$ cat config.mk
export PLATFORM = sky130hd
export DESIGN_NAME = button_debouncer
export DESIGN_NICKNAME = d
export VERILOG_FILES = /design/src/rtl/button_pkg.sv /design/src/rtl/sync_2ff.sv /design/src/rtl/button_debouncer.sv
export SDC_FILE = /design/constraint.sdc
export NUM_CORES = 1
export LEC_CHECK = 0
export ABC_AREA = 0
export CAP_MARGIN = 20
export CORE_MARGIN = 1
export CORE_UTILIZATION = 30
export CTS_BUF_LIST = sky130_fd_sc_hd__clkbuf_2 sky130_fd_sc_hd__clkbuf_4 sky130_fd_sc_hd__clkbuf_8
export CTS_CLUSTER_DIAMETER = 200
export DETAILED_ROUTE_END_ITERATION = 16
export PLACE_DENSITY = 0.49
export SLEW_MARGIN = 15
export SYNTH_ARGS = -nofsm -noshare
export SYNTH_HDL_FRONTEND = slang
export SYNTH_HIERARCHICAL = 1
export SYNTH_SLANG_ARGS = --single-unit
$ cat constraint.sdc
create_clock -name clk -period 3.1 [get_ports clk]
set_input_delay 0.62 -clock clk [delete_from_list [all_inputs] [get_ports clk]]
set_output_delay 0.62 -clock clk [all_outputs]
set_load 0.1 [all_outputs]
$ cat src/rtl/button_pkg.sv
// button_pkg: shared state encoding and default timing constants for the button debouncer
package button_pkg;
  typedef enum logic [1:0] {
    RELEASED     = 2'd0,
    PRESS_WAIT   = 2'd1,
    PRESSED      = 2'd2,
    RELEASE_WAIT = 2'd3
  } btn_state_t;
  localparam int DEF_DEBOUNCE_CYCLES   = 16;
  localparam int DEF_LONG_PRESS_CYCLES = 200;
endpackage

$ cat src/rtl/sync_2ff.sv
// sync_2ff: two-flop single-bit synchronizer for asynchronous inputs, cleared on reset
module sync_2ff (
  input  logic clk,
  input  logic rst_n,
  input  logic d_i,
  output logic q_o
);
  logic s1_q, s2_q;
  // shift the raw level through two flops to settle metastability
  always_ff @(posedge clk)
    if (!rst_n) {s2_q, s1_q} <= 2'b00;
    else {s2_q, s1_q} <= {s1_q, d_i};
  assign q_o = s2_q;
endmodule

$ cat src/rtl/button_debouncer.sv
// button_debouncer: debounced level, press/release/long-press strobes and saturating press count
module button_debouncer
  import button_pkg::*;
#(
  parameter int DEBOUNCE_CYCLES   = DEF_DEBOUNCE_CYCLES,
  parameter int LONG_PRESS_CYCLES = DEF_LONG_PRESS_CYCLES,
  parameter int COUNT_WIDTH       = 8
) (
  input  logic                   clk,
  input  logic                   rst_n,
  input  logic                   btn_i,
  input  logic                   clr_count_i,
  output logic                   btn_db_o,
  output logic                   press_o,
  output logic                   release_o,
  output logic                   long_press_o,
  output logic [COUNT_WIDTH-1:0] press_count_o
);
  localparam int CW = $clog2(DEBOUNCE_CYCLES + 1);
  localparam int HW = $clog2(LONG_PRESS_CYCLES + 1);
  localparam logic [CW-1:0] CNT_LAST = CW'(DEBOUNCE_CYCLES - 1);
  localparam logic [HW-1:0] HOLD_MAX = HW'(LONG_PRESS_CYCLES);
  localparam logic [HW-1:0] HOLD_PRE = HW'(LONG_PRESS_CYCLES - 1);
  localparam bit ONE_SHOT = DEBOUNCE_CYCLES == 1;

  logic btn_s;
  btn_state_t state_q, state_d;
  logic [CW-1:0] cnt_q, cnt_d;
  logic [HW-1:0] hold_q, hold_d;
  logic db_q, db_d, press_q, press_d, rel_q, rel_d, lp_q, lp_d;
  logic [COUNT_WIDTH-1:0] pc_q, pc_d;

  sync_2ff u_sync (
    .clk  (clk),
    .rst_n(rst_n),
    .d_i  (btn_i),
    .q_o  (btn_s)
  );

  // next state: qualify each candidate level for DEBOUNCE_CYCLES samples, time the hold
  always_comb begin
    state_d = state_q;
    cnt_d   = cnt_q;
    hold_d  = hold_q;
    db_d    = db_q;
    press_d = 1'b0;
    rel_d   = 1'b0;
    lp_d    = 1'b0;
    case (state_q)
      RELEASED:
        if (btn_s) begin
          if (ONE_SHOT) begin
            state_d = PRESSED;
            db_d    = 1'b1;
            press_d = 1'b1;
            cnt_d   = '0;
          end else begin
            state_d = PRESS_WAIT;
            cnt_d   = CW'(1);
          end
        end
      PRESS_WAIT:
        if (!btn_s) begin
          state_d = RELEASED;
          cnt_d   = '0;
        end else if (cnt_q == CNT_LAST) begin
          state_d = PRESSED;
          db_d    = 1'b1;
          press_d = 1'b1;
          cnt_d   = '0;
        end else cnt_d = cnt_q + CW'(1);
      PRESSED: begin
        if (hold_q < HOLD_MAX) begin
          hold_d = hold_q + HW'(1);
          lp_d   = hold_q == HOLD_PRE;
        end
        if (!btn_s) begin
          if (ONE_SHOT) begin
            state_d = RELEASED;
            db_d    = 1'b0;
            rel_d   = 1'b1;
            hold_d  = '0;
            cnt_d   = '0;
          end else begin
            state_d = RELEASE_WAIT;
            cnt_d   = CW'(1);
          end
        end
      end
      RELEASE_WAIT:
        if (btn_s) begin
          state_d = PRESSED;
          cnt_d   = '0;
        end else if (cnt_q == CNT_LAST) begin
          state_d = RELEASED;
          db_d    = 1'b0;
          rel_d   = 1'b1;
          hold_d  = '0;
          cnt_d   = '0;
        end else cnt_d = cnt_q + CW'(1);
      default: begin
        state_d = RELEASED;
        cnt_d   = '0;
      end
    endcase
  end

  // press counter: clear wins but still counts a simultaneous press, saturates at all-ones
  always_comb
    pc_d = clr_count_i ? COUNT_WIDTH'(press_d) :
           (press_d && pc_q != '1) ? pc_q + COUNT_WIDTH'(1) : pc_q;

  // state, counters and registered outputs
  always_ff @(posedge clk)
    if (!rst_n) begin
      state_q <= RELEASED;
      cnt_q   <= '0;
      hold_q  <= '0;
      db_q    <= 1'b0;
      press_q <= 1'b0;
      rel_q   <= 1'b0;
      lp_q    <= 1'b0;
      pc_q    <= '0;
    end else begin
      state_q <= state_d;
      cnt_q   <= cnt_d;
      hold_q  <= hold_d;
      db_q    <= db_d;
      press_q <= press_d;
      rel_q   <= rel_d;
      lp_q    <= lp_d;
      pc_q    <= pc_d;
    end

  assign btn_db_o      = db_q;
  assign press_o       = press_q;
  assign release_o     = rel_q;
  assign long_press_o  = lp_q;
  assign press_count_o = pc_q;
endmodule

After elaboration in Yosys (flattened, before gate mapping)
Cells that the tools add are included.

word-level totals
  register bits = 29

operators by class
  magnitude comparators = 1
  reduce and logical (&&, ||, !) cells = 12
  bitwise operators = 2
  add/sub/neg operators = 3
  equality and inequality tests = 15
  multiplexer cells = 27

operator list
  operator               number
  $mux W5                5
  $mux W8                3
  $pmux W5 S4            1
  $add A8 B1 Y8 const B  2
  $pmux W8 S2            1
  $mux W2                6
  $ne A2 B2 Y1 const B   5
  $mux W1                9
  $eq A8 B8 Y1 const B   1
  $lt A8 B8 Y1 const B   1
  $ne A8 B8 Y1 const B   1
  $pmux W2 S4            1
  $reduce_and A4 Y1      2
  $reduce_bool A2 Y1     3
  $add A5 B1 Y5 const B  1
  $eq A5 B4 Y1 const B   1
  $reduce_and A5 Y1      1
  $eq A2 B2 Y1 const B   2
  $ne A2 B1 Y1 const B   2
  $ne A3 B2 Y1 const B   1
  $ne A3 B3 Y1 const B   1
  $reduce_and A3 Y1      1
  $reduce_or A3 Y1       1
  $eq A2 B1 Y1 const B   1
  other kinds (6)        7

Logic depth before layout (Yosys ltp)
  depth in word-level cells = 7
  depth in mapped cells = 6
  depth with buffers taken out = 5

Cells and area by module
Netlist, hierarchy kept.

by module, submodules not included
  module            cells an instance  instances  sequential area each (um^2)  area each (um^2)
  button_debouncer  152                1          540.5                        1,326.3
  sync_2ff          4                  1          40.0                         52.6

Least setup slack after synthesis
Ideal clock, no wire load.

  kind = reg2reg
  start = register pc_q[0], in the netlist press_count_o[0]
  end = register pc_q[0], in the netlist press_count_o[0]
  clock period less this slack = 2,252 ps
  stages on the path, launching flop included = 6
  setup slack = 848 ps
  required time = 2,980 ps
  buffers on the path = 0
  arrival = 2,132 ps
  cell sequence = dfxtp_1 ha_1 nand3_1 nor2_1 nor3_1 o31a_1

on the way
  longest elaborated chain between the ends = 3
  elaborated cells on any way between the ends = 6
  those cells by class = add/sub (1); eq/ne (1); mux (2); reduce/logical (2)

RTL lines
  element                                                RTL line                 RTL
  start: declaration                                     button_debouncer.sv:31   logic [COUNT_WIDTH-1:0] pc_q, pc_d;
  start signal: assignment                               button_debouncer.sv:132  pc_q <= pc_d;
  $add A8 B1 Y8 / $ne A8 B8 Y1 (equally long branches)   button_debouncer.sv:111  (press_d && pc_q != '1) ? pc_q + COUNT_WIDTH'(1) : pc_q;
  $mux W1 / $logic_and A1 B1 Y1 (equally long branches)  button_debouncer.sv:111
  $mux W1 / $reduce_bool A2 Y1 (equally long branches)   -

Several ways; a longest one is shown, not always the timed one. The select of a mux whose other input is x is not followed.
A chain may end at the register's enable or synchronous reset.

==> results_dict.tcl <==
set metrics [dict create \
    outcome "finished clean" \
    cts_buffer_depth 2 \
    synth_edf_count 0 \
    port_buffers 15 \
    tns_ns 0 \
    syn_to_final_growth_pct 18.8 \
    ios 16 \
    htree_levels 2 \
    worstPathArrival_ns 2.26 \
    syn_inst 156 \
    avgSynthCellArea_um2 8.84 \
    postSynthNetCount 163 \
    grt_max_degree 17 \
    wl_per_cell_um 13.4 \
    ys_ff_latch 29 \
    routed_wl_um 3030 \
    die_height_um 69.8 \
    clk_pin_slew_worst_paths_ns 0.06 \
    row_count 24 \
    clockRootBuffer "clkbuf_8" \
    highest-signal-layer "met4" \
    ys.flop_type "dfxtp_1" \
    grt_antenna_before_repair 0 \
    ys_async_sr_fraction 0 \
    critical_path.max_fanout 10 \
    vdd_drop_max_mv 0.203 \
    cts_made_buffers 5 \
    grtUsageTotal 0.133 \
    drt_iter0_drc 58 \
    viasPerCell 5.63 \
    wl_met3_um 136 \
    yosysSeqAreaShare 0.421 \
    endpoint_kind "register" \
    synth_cell_types 43 \
    grt_pass1_vias 1168 \
    drt_first_pass_iters 4 \
    maxSlewViolCount 0 \
    cellPowerDensity_nw_per_um2 475 \
    critPathKind "input pin to register" \
    worst_clock_skew_ns 0.00835 \
    cts_setup_buffers 0 \
    hold_viol 0 \
    cap_violations 0 \
    placed_cells 217 \
    cts_sinks 29 \
    yosysWarningCount 6 \
    diodes 0 \
    reg2reg_slack_ns 1.12 \
    final_util 0.374 \
    worstMarginPinSlew_ns 0.593 \
    grt_overflow 0 \
    cts_hold_buffers 0 \
    p_leak_nw 0.598 \
    wl_met1_um 1390 \
    syn_area_um2 1380 \
    fmax_ghz 0.485 \
    vias 1267 \
    hpwlAfterDp_um 2120 \
    max_slew_margin 0.602 \
    clock_latency_ns 0.28 \
    met2_length_um 1450 \
    start_util 0.314 \
    post-route-period-util 0.665 \
    instances_no_fill 225 \
    cts_tree "yes" \
    period_needed_ns 2.06 \
    die_w_um 69.8 \
    rsz0062_at_grt "no" \
    fin_nets 179 \
    grt_pass1_wl_um 5200 \
    route.detailed.drc 0 \
    start_kind "input pin" \
    critPathRequiredTime_ns 3.30 \
    gp_congestion 0.754 \
    cts_resized 0 \
    fp.dieArea_um2 4870 \
    hold_class "register to register" \
    drive_gt1_frac 0.139 \
    fp.coreArea_um2 4380 \
    ant_nets 0 \
    setup_violations 0 \
]
power breakdown:
group	switching [mW]	internal, mW
registers	0.00645	0.378
clock network	0.146	0.200
logic	0.0348	0.0129
total	0.187	0.591
cell usage after synthesis, types with 4 or more instances:
| cell type | count | area [µm²] |
|---|---|---|
| a21oi_1 | 16 | 80.1 |
| and2_1 | 5 | 31.3 |
| buf_2 | 4 | 20.0 |
| dfxtp_1 | 29 | 581 |
| inv_1 | 5 | 18.8 |
| nand2_1 | 9 | 33.8 |
| nand3_1 | 6 | 30.0 |
| nand4_1 | 5 | 31.3 |
| nor2_1 | 7 | 26.3 |
| o21ai_0 | 7 | 35.0 |
| o31ai_1 | 5 | 37.5 |
| or3_1 | 5 | 31.3 |
| or4_1 | 7 | 52.6 |
flip-flops by register name, indices dropped and copies added, names as in the netlist, named ones only:
| name | cells |
|---|---|
| press_count_o | 8 |
| btn_db_o | 1 |
| hold_q | 8 |
| long_press_o | 1 |
| cnt_q | 5 |
| release_o | 1 |
| u_sync/q_o | 1 |
| press_o | 1 |
| u_sync/s1_q | 1 |
| state_q | 1 |
cell type report:
class	instances	area (µm²)
sequential	29	581
multi-input combinational	115	748
inverter	6	22.5
clock inverter	1	5.00
fill	456	2750
tap	52	65.1
clock buffer	7	96.3
timing repair buffer	15	120
cells by family after synthesis:
group | after synthesis | synth area share
buf+inv | 12 | 0.0363
compound gates | 49 | 0.227
flops | 29 | 0.421
fa+ha+maj | 3 | 0.0272
simple gates | 62 | 0.282
xor+xnor | 1 | 0.00635
final timing paths:
check	start	end	cells past startpoint
worst max-delay path	rst_n	hold_q[7]	4
worst max register to register	cnt_q[0]	hold_q[6]	5
worst min-delay path	u_sync/s1_q	u_sync/q_o	1
worst min register to register	u_sync/s1_q	u_sync/q_o	1
layout by cell type (no fill, tap or decap), types with 2 or more instances in the layout:
cell             Yosys  layout
o21ai_1              2       2
a21oi_1             16      16
o21a_1               2       2
nand2_1              9       9
nand3_1              6       6
inv_1                5       5
or3_1                5       5
and3_1               3       3
ha_1                 3       3
clkdlybuf4s50_1      0       3
nand3b_1             2       2
a31oi_1              2       2
clkbuf_8             0       7
o21ai_0              7       7
o41ai_1              3       3
or4_1                7       7
dfxtp_1             29      29
o211ai_1             3       3
nand4_1              5       5
nor3_1               2       2
buf_4                0      12
and2_1               5       5
o31ai_1              5       5
nor4_1               2       2
nor2_1               7       7
o31a_1               2       2
critical path, stage by stage:
cell             delay [ns]
clkdlybuf4s50_1        0.66
o21ai_1                0.30
or4_1                  0.59
o21ai_0                0.09
through the flow:
stage / hold WS [ns] / area, µm² / setup slack (ns) / power (mW)
2_1_floorplan: 0.412 / 1380 / 0.848 / 0.427
3_3_place_gp: 0.416 / 1540 / 0.827 / 0.440
3_5_place_dp: 0.424 / 1540 / 0.738 / 0.441
4_1_cts: 0.440 / 1640 / 1.03 / 0.795
5_1_grt: 0.454 / 1640 / 0.921 / 0.818
6_report: 0.442 / 1640 / 1.04 / 0.778
routing by layer:
layer,vias up,global-route usage
li1,631,-
met1,603,0.159
met2,26,0.218
met5,-,0
met3,7,0.0436
met4,0,0.0578
(Power assumes the default switching activity.)
